`config.mk`:
```
export PLATFORM = sky130hd
export DESIGN_NAME = axis_pkt_gen
export DESIGN_NICKNAME = d
export VERILOG_FILES = /design/src/rtl/axis_pkt_gen.sv
export SDC_FILE = /design/constraint.sdc
export NUM_CORES = 1
export LEC_CHECK = 0
export CAP_MARGIN = 20
export CORE_MARGIN = 3
export CORE_UTILIZATION = 54
export DETAILED_ROUTE_END_ITERATION = 8
export PLACE_DENSITY = 0.83
export SYNTH_ARGS = -nofsm -noshare
export SYNTH_HDL_FRONTEND = slang
export SYNTH_SLANG_ARGS = --single-unit
```
`constraint.sdc`:
```
create_clock -name clk -period 5 [get_ports clk]
set_input_delay 1 -clock clk [delete_from_list [all_inputs] [get_ports clk]]
set_output_delay 1 -clock clk [all_outputs]
set_load 0.02 [all_outputs]
```
`src/rtl/axis_pkt_gen.sv`:
```
// axis_pkt_gen: AXI-Stream master that emits one packet of incrementing data
// per accepted start request, honours m_ready back-pressure and enforces a
// fixed idle gap before the next packet may be accepted.
//
// state | meaning
// IDLE  | waiting for start with a non-zero length
// SEND  | presenting beats; advances on m_ready
// GAP   | forced idle cycles after the final beat
module axis_pkt_gen #(
  parameter int DATA_W     = 32,
  parameter int LEN_W      = 8,
  parameter int CNT_W      = 16,
  parameter int GAP_CYCLES = 2
) (
  input  logic              clk,
  input  logic              reset,
  input  logic              start,
  input  logic [LEN_W-1:0]  pkt_len,
  input  logic [DATA_W-1:0] seed,
  output logic [DATA_W-1:0] m_data,
  output logic              m_valid,
  input  logic              m_ready,
  output logic              m_last,
  output logic              busy,
  output logic              done,
  output logic [CNT_W-1:0]  pkt_count
);

  // Gap timer is a down-counter loaded with GAP_CYCLES-1; reaching zero ends GAP.
  localparam int GAP_W    = (GAP_CYCLES > 1) ? $clog2(GAP_CYCLES) : 1;
  localparam int GAP_LOAD = (GAP_CYCLES > 0) ? GAP_CYCLES - 1 : 0;

  typedef enum logic [1:0] {
    ST_IDLE = 2'd0,
    ST_SEND = 2'd1,
    ST_GAP  = 2'd2
  } state_t;

  state_t              state_q, state_d;
  logic [LEN_W-1:0]    len_q, len_d;
  logic [LEN_W-1:0]    beat_q, beat_d;
  logic [GAP_W-1:0]    gap_q, gap_d;
  logic [DATA_W-1:0]   data_q, data_d;
  logic                valid_q, valid_d;
  logic                last_q, last_d;
  logic                busy_q, busy_d;
  logic                done_q, done_d;
  logic [CNT_W-1:0]    count_q, count_d;

  // State and registered outputs; reset abandons any packet in flight.
  always_ff @(posedge clk or negedge reset) begin
    if (!reset) begin
      state_q <= ST_IDLE;
      len_q   <= '0;
      beat_q  <= '0;
      gap_q   <= '0;
      data_q  <= '0;
      valid_q <= 1'b0;
      last_q  <= 1'b0;
      busy_q  <= 1'b0;
      done_q  <= 1'b0;
      count_q <= '0;
    end else begin
      state_q <= state_d;
      len_q   <= len_d;
      beat_q  <= beat_d;
      gap_q   <= gap_d;
      data_q  <= data_d;
      valid_q <= valid_d;
      last_q  <= last_d;
      busy_q  <= busy_d;
      done_q  <= done_d;
      count_q <= count_d;
    end
  end

  // Next-state and next-output logic; outputs are computed one cycle ahead so
  // every port comes straight from a flop.
  always_comb begin
    state_d = state_q;
    len_d   = len_q;
    beat_d  = beat_q;
    gap_d   = gap_q;
    data_d  = data_q;
    valid_d = valid_q;
    last_d  = last_q;
    busy_d  = busy_q;
    done_d  = 1'b0;
    count_d = count_q;

    case (state_q)
      ST_IDLE: begin
        if (start && (pkt_len != '0)) begin
          state_d = ST_SEND;
          len_d   = pkt_len;
          beat_d  = '0;
          data_d  = seed;
          valid_d = 1'b1;
          last_d  = (pkt_len == LEN_W'(1));
          busy_d  = 1'b1;
        end
      end

      ST_SEND: begin
        // m_valid is always high here, so m_ready alone marks a transfer.
        if (m_ready) begin
          if (last_q) begin
            valid_d = 1'b0;
            last_d  = 1'b0;
            done_d  = 1'b1;
            count_d = count_q + CNT_W'(1);
            if (GAP_CYCLES == 0) begin
              state_d = ST_IDLE;
              busy_d  = 1'b0;
            end else begin
              state_d = ST_GAP;
              gap_d   = GAP_W'(GAP_LOAD);
            end
          end else begin
            beat_d = beat_q + LEN_W'(1);
            data_d = data_q + DATA_W'(1);
            last_d = ((beat_q + LEN_W'(1)) == (len_q - LEN_W'(1)));
          end
        end
      end

      ST_GAP: begin
        if (gap_q == '0) begin
          state_d = ST_IDLE;
          busy_d  = 1'b0;
        end else begin
          gap_d = gap_q - GAP_W'(1);
        end
      end

      default: begin
        state_d = ST_IDLE;
        valid_d = 1'b0;
        last_d  = 1'b0;
        busy_d  = 1'b0;
      end
    endcase
  end

  assign m_data    = data_q;
  assign m_valid   = valid_q;
  assign m_last    = last_q;
  assign busy      = busy_q;
  assign done      = done_q;
  assign pkt_count = count_q;

endmodule

```
# Yosys cells after proc, flatten, opt, wreduce, memory -nomap -nowiden
# Index checks and enable logic that the tools add are counted.
# totals
reg_bits	71
in_bits	44
output_inout_bits	52
elab_cells	69
# classes
n_addsub	5
n_eq_ne	9
muxes	30
bitwise_logic	2
reduce_logical	13
# ops
op	count
32-bit 2-to-1 mux	3
32-bit one-hot mux with 2 select lines	1
32-bit by 1-bit adder with 32-bit output (second input constant)	1
8-bit 2-to-1 mux	3
16-bit by 1-bit adder with 16-bit output (second input constant)	1
8-bit one-hot mux with 2 select lines	1
1-bit 2-to-1 mux	13
3-bit AND reduction	4
4-bit AND reduction	3
2-bit != test (second input constant)	5
1-bit one-hot mux with 3 select lines	3
8-bit by 1-bit adder with 8-bit output (second input constant)	1
8-bit by 1-bit equality test with 1-bit output (second input constant)	1
8-bit equality test	1
2-bit 2-to-1 mux	4
8-bit nonzero test	1
8-bit by 1-bit subtractor with 8-bit output (second input constant)	1
2-bit one-hot mux with 3 select lines	1
2-bit nonzero test	2
2-bit by 1-bit equality test with 1-bit output (second input constant)	1
2-bit equality test (second input constant)	1
2-bit logical NOT	1
1-bit inverter	2
1-bit one-hot mux with 2 select lines	1
3 further kinds	3

# Longest topological paths before layout
# Gate-level depths: netlist (run 1).
# logic_depth
ltp_word	5
mapped_depth	9
mapped_depth_nobuf	9

# Worst setup path before layout (run 1)
# Ideal clock, no wire load.
# synth_path
path_kind	input-to-reg
startpoint	input pkt_len[5]
endpoint	register len_q[0]
setup_time_ns	0.125
arrival_time_ns	2.499
required_ns	4.875
path_slack_ns	2.376
cell_stages	5
cell_sequence	or4_4 > o31ai_4 > or2b_4 > buf_2 > mux2_2
# synth_between
elab_chain_cells	3
# synth_rtl
item	line	source
from (decl)	18	input logic [LEN_W-1:0] pkt_len,
8-bit nonzero test	93	if (start && (pkt_len != '0)) begin
1-bit logical AND	93	
2-bit AND reduction (no source line)	n/a	
to (signal assigned)	65	len_q <= len_d;
to (decl)	40	logic [LEN_W-1:0] len_q, len_d;
# Every way passes these cells.
# A chain may end at the register's enable or synchronous reset.

# Final worst setup path (run 1)
# layout_path
startpoint	input pkt_len[5]
endpoint	register data_q[14], in the netlist m_data[14]
# layout_between
elab_chain_cells	4
# layout_rtl
item	line	source
8-bit nonzero test	93	
1-bit logical AND	93	
2-bit != test (no source line)	n/a	
4-bit AND reduction (no source line)	n/a	
to (signal assigned)	68	data_q <= data_d;
to (decl)	43	logic [DATA_W-1:0] data_q, data_d;
# Every way passes these cells.

==> impl_results.md, run 1 <==
* Status: complete, no violations
* Setup TNS at 0 ps
* Final setup viols at 0
* Die ar. at 8444 um^2
* Via-per-instance ratio at 5.834
* Clock tree from TritonCTS: built
* Startpoint Class: primary input
* Vias in the first global route at 3462
* Chip width at 91.89 um
* RSZ-0062 raised after global routing: false
* Most common cell after layout, fill and taps aside: clkdlybuf4s50_1
* Leakage at 2.203 nW
* Detailed Route WL at 10.05 mm
* Global-route met3 utilization at 4.922%
* Die height at 91.89 um
* Global-route usage over all layers at 24.26%
* GRT overflow at 0
* VDD IR max at 0.2935 mV
* Slew @ Worst Pin at 750.4 ps
* Antenna Cells at 0
* Pin count of the biggest net entering global routing at 71
* Port Buffer Count at 95
* Post-synth ARST share at 100.0%
* Cts hold-fix bufs at 0
* Maximum clock frequency at 315.5 MHz
* Initial antenna violation count at 0
* Main synth FF type: dfrtp_1
* Root Driver: clkbuf_8
* Commonest cells after routing, fill and taps aside: clkdlybuf4s50_1, dfrtp_1, nand2_1
* Setup Fix Bufs, Post-CTS at 0
* Synth Warn # at 0
* Max Clock Skew at 13.94 ps
* Setup crit end kind: flip-flop
* DR WL/cell at 16.00 um
* Share of post-route cells with drive strength above 1 at 8.271%
* Syn_nets at 486
* Post-Syn Area at 3984 um^2
* Number of failing hold endpoints at the final stage at 0
* Post-DP HPWL at 7.056 mm
* Final period util at 63.38%
* Most Crowded Layer GR: met2
* Hold crit path type: flip-flop to flip-flop
* Clock sinks at 71
* WP data required at 5200 ps
* Critical Path AT at 3370 ps
* FF+latch count, synth at 71
* Post-route ant nets at 0
* H-tree Lvls at 3
* I/O pins at 96
* Max Slew Vio Count at 0
* RePlAce Congestion at 0.8302
* Fillers at 520
* Post-layout util at 74.09%
* CP max FO at 41
* CTS resizes at 0
* Met1 usage at 31.96%
* Cells after Synth at 438
* Post-synth EDFFs at 0
* Fin nets at 575
* Core area at 6982 um^2
* Skew-Pair Late Insertion Delay at 350 ps
* Area delta synth->final at 29.84%
* Syn_area_per_cell at 9.095 um^2
* Via Count at 3664
* FP Rows at 30
* Fin crit period at 3169 ps
* Initial Utilization at 57.06%
* Residual DRC at 0
* Library cells used by synthesis at 60
* CTS Buffer Depth at 2
* Drt first-iter violations at 227
* Slew margin rel. at 49.80%
* Pwr dens at 548.9 nW/um^2
* Inserted Clock Buffers at 9
* Met2 usage at 40.15%
* First-pass GRT wire length at 16.66 mm
* WS Path Type: primary input to flip-flop
* Register area share after synthesis at 44.60%
* DRT Pass-1 Iters at 5
* Maxcap violations at 0
* Clock slew at reported path FFs at 80 ps
[sequential cells by signal, indices dropped and copies added, names as in the netlist]
| register | count |
|---|---|
| state_q | 2 |
| m_valid | 1 |
| done | 1 |
| gap_q | 1 |
| beat_q | 8 |
| m_last | 1 |
| pkt_count | 16 |
| len_q | 8 |
| m_data | 32 |
| busy | 1 |
[worst max-delay path, stage by stage]
cell and delay [ps]:
clkdlybuf4s50_1 420, or4_4 560, o31ai_4 260, or2b_4 280
nand2_2 470, a21oi_1 310, a21oi_1 60
[cell type report]
cell class | count | area [um^2] | share of cell area, %
clock inverters | 6 | 67.56 | 1.306
inverters | 7 | 26.28 | 0.5080
repair buffers | 98 | 968.4 | 18.72
clock buffers | 10 | 137.6 | 2.661
flip-flops and latches | 71 | 1777 | 34.35
multi-input cells | 340 | 2076 | 40.13
well taps | 96 | 120.1 | 2.322
[logic make-up after synthesis]
group / synth area share, %
buffers and inverters: 3.486
adders and majority gates: 1.256
and+or+nand+nor: 21.89
AOI/OAI and AO/OA: 19.85
muxes: 2.544
DFF: 44.60
xor gates and xnor gates: 6.376
[Yosys cell counts, types with 4 or more instances]
cell type | number | share of area, %
dfrtp_1 | 71 | 45
nand2_1 | 55 | 5.2
a21oi_1 | 52 | 6.5
nor2_1 | 34 | 3.2
o21ai_0 | 27 | 3.4
nand3_1 | 23 | 2.9
xnor2_1 | 17 | 3.7
and3_1 | 13 | 2.0
o22ai_1 | 13 | 2.0
clkbuf_1 | 12 | 1.1
xor2_1 | 12 | 2.6
mux2_2 | 9 | 2.5
and4_1 | 7 | 1.5
inv_1 | 7 | 0.66
nor3_1 | 6 | 0.75
nand2b_1 | 5 | 0.79
a31oi_1 | 4 | 0.63
buf_6 | 4 | 1.1
ha_1 | 4 | 1.3
o31ai_1 | 4 | 0.75
[report_power, final]
part / leakage (nW) / switching (mW) / internal, mW
clock network: 0.0989 / 0.236 / 0.246
registers: 0.864 / 0.261 / 0.769
logic: 1.24 / 0.716 / 0.612
total: 2.20 / 1.21 / 1.63
[per-layer routing]
metal | up-vias | part of all wire, %
met4 | 0 | 1.5
met5 | - | 0
met3 | 14 | 6.8
met2 | 128 | 49
li1 | 1762 | -
met1 | 1760 | 43
[stage by stage]
stage / hold slack (ps) / worst slack [ps] / power (mW) / cell area (um^2) / std cells
global placement: 464.3 / 1550 / 2.307 / 4967 / 612
CTS: 480.7 / 1823 / 2.838 / 5172 / 628
floorplan: 472.2 / 2376 / 1.874 / 3984 / 438
finish: 479.2 / 1831 / 2.839 / 5172 / 628
detailed placement: 469.4 / 1463 / 2.361 / 4967 / 612
global route: 509.8 / 1615 / 3.045 / 5172 / 628
[final timing paths]
kind	slack (ps)	cells after the start	startpoint	endpoint
max in group asynchronous	3400	2	reset	m_last
setup / recovery	1830	7	pkt_len[5]	m_data[14]
hold reg to reg	480	1	pkt_count[15]	pkt_count[15]
setup reg to reg	2670	6	state_q[1]	m_data[28]
hold / removal	480	1	pkt_count[15]	pkt_count[15]
min in group asynchronous	540	1	reset	m_data[5]
(Power assumes the default switching activity.)
==> run 2, diff against run 1 <==
--- a/config.mk
+++ b/config.mk
@@ -7,9 +7,9 @@
 export LEC_CHECK = 0
 export CAP_MARGIN = 20
 export CORE_MARGIN = 3
-export CORE_UTILIZATION = 54
+export CORE_UTILIZATION = 45
 export DETAILED_ROUTE_END_ITERATION = 8
-export PLACE_DENSITY = 0.83
+export PLACE_DENSITY = 0.73
 export SYNTH_ARGS = -nofsm -noshare
 export SYNTH_HDL_FRONTEND = slang
 export SYNTH_SLANG_ARGS = --single-unit
==> constraint.sdc (replaced) <==
create_clock -name clk -period 2.7 [get_ports clk]
set_input_delay 0.54 -clock clk [delete_from_list [all_inputs] [get_ports clk]]
set_output_delay 0.54 -clock clk [all_outputs]
set_load 0.02 [all_outputs]
==> impl_results.md, run 2 (synthesis gave the netlist of run 1 again) <==
* Status: complete, no violations
* VDD IR max at 0.5148 mV (+75%)
* Core area at 8423 um^2 (+21%)
* Chip width at 100.1 um (+8.9%)
* RePlAce Congestion at 0.8332 (+0.36%)
* CP max FO at 29 (-29%)
* Area delta synth->final at 33.98%
* CTS Buffer Depth at 2 (unchanged)
* Initial antenna violation count at 0 (unchanged)
* WL met1 at 4.498 mm (+4.0%)
* Worst setup path end: m_data[30]
* Fin nets at 586 (+1.9%)
* Die ar. at 10020 um^2 (+19%)
* Initial Utilization at 47.30% (-9.8 points)
* Skew-Pair Late Insertion Delay at 340 ps (about the same)
* Slew @ Worst Pin at 688.0 ps (-62.38 ps)
* Clock slew at reported path FFs at 80 ps (about the same)
* Met3 wire length at 650 um (-5.4%)
* Vias in the first global route at 3648 (+5.4%)
* Maximum clock frequency at 427.6 MHz
* Post-Place Worst Slack at -11.83 ps (-1475 ps)
* Pin count of the biggest net entering global routing at 42 (-41%)
* WS Path Type: primary input to flip-flop
* Detailed Route WL at 9.968 mm (-0.82%)
* GRT overflow at 0 (unchanged)
* Residual DRC at 0 (unchanged)
* Final period util at 86.61%
* Slowest-stage cell, CP: or4_4
* Drt first-iter violations at 135 (-41%)
* H-tree Lvls at 3 (unchanged)
* WL met2 at 4.698 mm (-3.8%)
* Top sig layer: met4
* CP delay by family, top: simple AND/OR/NAND/NOR gates
* CP Buf/Inv Count at 1 (unchanged)
* Clock sinks at 71 (unchanged)
* Leakage at 2.292 nW (+4.1%)
* Final setup viols at 0 (unchanged)
* WP depth at 7 (unchanged)
* Antenna Cells at 0 (unchanged)
* DR WL/cell at 15.38 um (-3.9%)
* Fillers at 733 (+41%)
* Crit-path max cell delay at 560 ps (about the same)
* Hold crit path type: primary input to asynchronous set/reset pin
* Post-route ant nets at 0 (unchanged)
* Commonest cells after routing, fill and taps aside: clkdlybuf4s50_1, dfrtp_1, nand2_1
* Critical-path cell list: clkdlybuf4s50_1, or4_4, o31ai_4, or2b_4, and2_4, a21oi_2, o2bb2a_4
* Max Clock Skew at 10.09 ps (-3.852 ps)
* Max Slew Vio Count at 0 (unchanged)
* Post-DP HPWL at 7.376 mm (+4.5%)
* Die height at 100.1 um (+8.9%)
* Root Driver: clkbuf_8
* Clock tree from TritonCTS: built
* RR Endpoint: m_last
* Maxcap violations at 0 (unchanged)
* Crit. Startpoint: pkt_len[5]
* Share of post-route cells with drive strength above 1 at 10.13% (+1.9 points)
* FP Rows at 33 (+10%)
* Via Count at 3593 (-1.9%)
* Min Hold Slack at 191.1 ps (-288.1 ps)
* Fin crit period at 2338 ps
* Setup crit end kind: flip-flop
* Number of failing hold endpoints at the final stage at 0 (unchanged)
* Port Buffer Count at 95 (unchanged)
* Critical Path AT at 2580 ps (-790 ps)
* Global-route usage over all layers at 21.03% (-3.2 points)
* R2R cell count at 8 (+2)
* Crit Reg-Reg Startpoint: beat_q[0]
* DRT Pass-1 Iters at 4 (-1)
* Inserted Clock Buffers at 9 (unchanged)
* Most common cell after layout, fill and taps aside: clkdlybuf4s50_1
* Startpoint Class: primary input
* Max reg flops at 32 (unchanged)
* RSZ-0062 raised after global routing: false
* Pwr dens at 1032 nW/um^2 (+88%)
* I/O pins at 96 (unchanged)
* Worst Slack Setup Final at 361.5 ps (-1469 ps)
* FF-to-FF setup slack at 400 ps (-2270 ps)
* Setup Fix Bufs, Post-CTS at 0 (unchanged)
* Via-per-instance ratio at 5.545 (-5.0%)
* Slew margin rel. at 54.02% (+4.2 points)
* CTS resizes at 0 (unchanged)
* Cts hold-fix bufs at 0 (unchanged)
* First-pass GRT wire length at 17.18 mm (+3.1%)
* WP data required at 2940 ps (-2260 ps)
## run 2: cell count changes in the layout (fill, tap and decap cells not counted), sizes merged
cell      previous run  this run
buf                  4        15
bufinv               1         3
clkinvlp             2         0
inv                  8        10
clkbuf              10         9
clkinv               2         1
## run 2: worst min path at each step
stage                             start             to  slack, ps  cells past startpoint
after floorplan                   reset      beat_q[0]        240                      0
after global placement    pkt_count[15]  pkt_count[15]        460                      1
after detailed placement  pkt_count[12]  pkt_count[12]        490                      1
after CTS                         reset      m_data[4]        200                      1
after global routing              reset      m_data[4]        220                      1
final                             reset      m_data[4]        190                      1
## run 2: stage by stage
stage | utilization (%) | total power, mW | cell area, um^2 | setup TNS [ps] | instances
after global placement | 60.38 | 4.381 | 5086 | 0 | 632
after detailed placement | 60.38 | 4.467 | 5086 | -21.05 | 632
after CTS | 63.37 | 5.557 | 5338 | 0 | 648
final | 63.37 | 5.510 | 5338 | 0 | 648
after floorplan | - | 3.470 | 3984 | 0 | 438
after global routing | 63.37 | 5.944 | 5338 | 0 | 648
## run 2: layer usage
| layer | global-route usage, % | vias to the layer above |
|---|---|---|
| met4 | 5.078 | 0 |
| met2 | 34.02 | 101 |
| met1 | 28.65 | 1700 |
| met3 | 5.142 | 11 |
| met5 | 0 | - |
| li1 | - | 1781 |
## run 2: report_power, final
part	leakage [nW]	switching (mW)	total, mW	internal, mW
registers	0.864	0.470	1.89	1.42
clock network	0.126	0.447	1.08	0.629
logic	1.30	1.33	2.54	1.21
total	2.29	2.24	5.51	3.26
## run 2: cell type report
class	instances	area, um^2	share of cell area (%)
timing repair buffer	109	1076	20.16
tap	105	131.4	2.461
clock inverter	7	127.6	2.391
multi-input combinational	340	2076	38.89
clock buffer	9	123.9	2.321
inverter	7	26.28	0.4923
sequential	71	1777	33.29
==> run 3, diff against run 2 <==
--- a/config.mk
+++ b/config.mk
@@ -8,6 +8,7 @@
 export CAP_MARGIN = 20
 export CORE_MARGIN = 3
 export CORE_UTILIZATION = 45
+export CTS_CLUSTER_DIAMETER = 50
 export DETAILED_ROUTE_END_ITERATION = 8
 export PLACE_DENSITY = 0.73
 export SYNTH_ARGS = -nofsm -noshare
==> results of run 3 <==
Same layout as run 2: the final DEF is identical, and so are final timing and power.
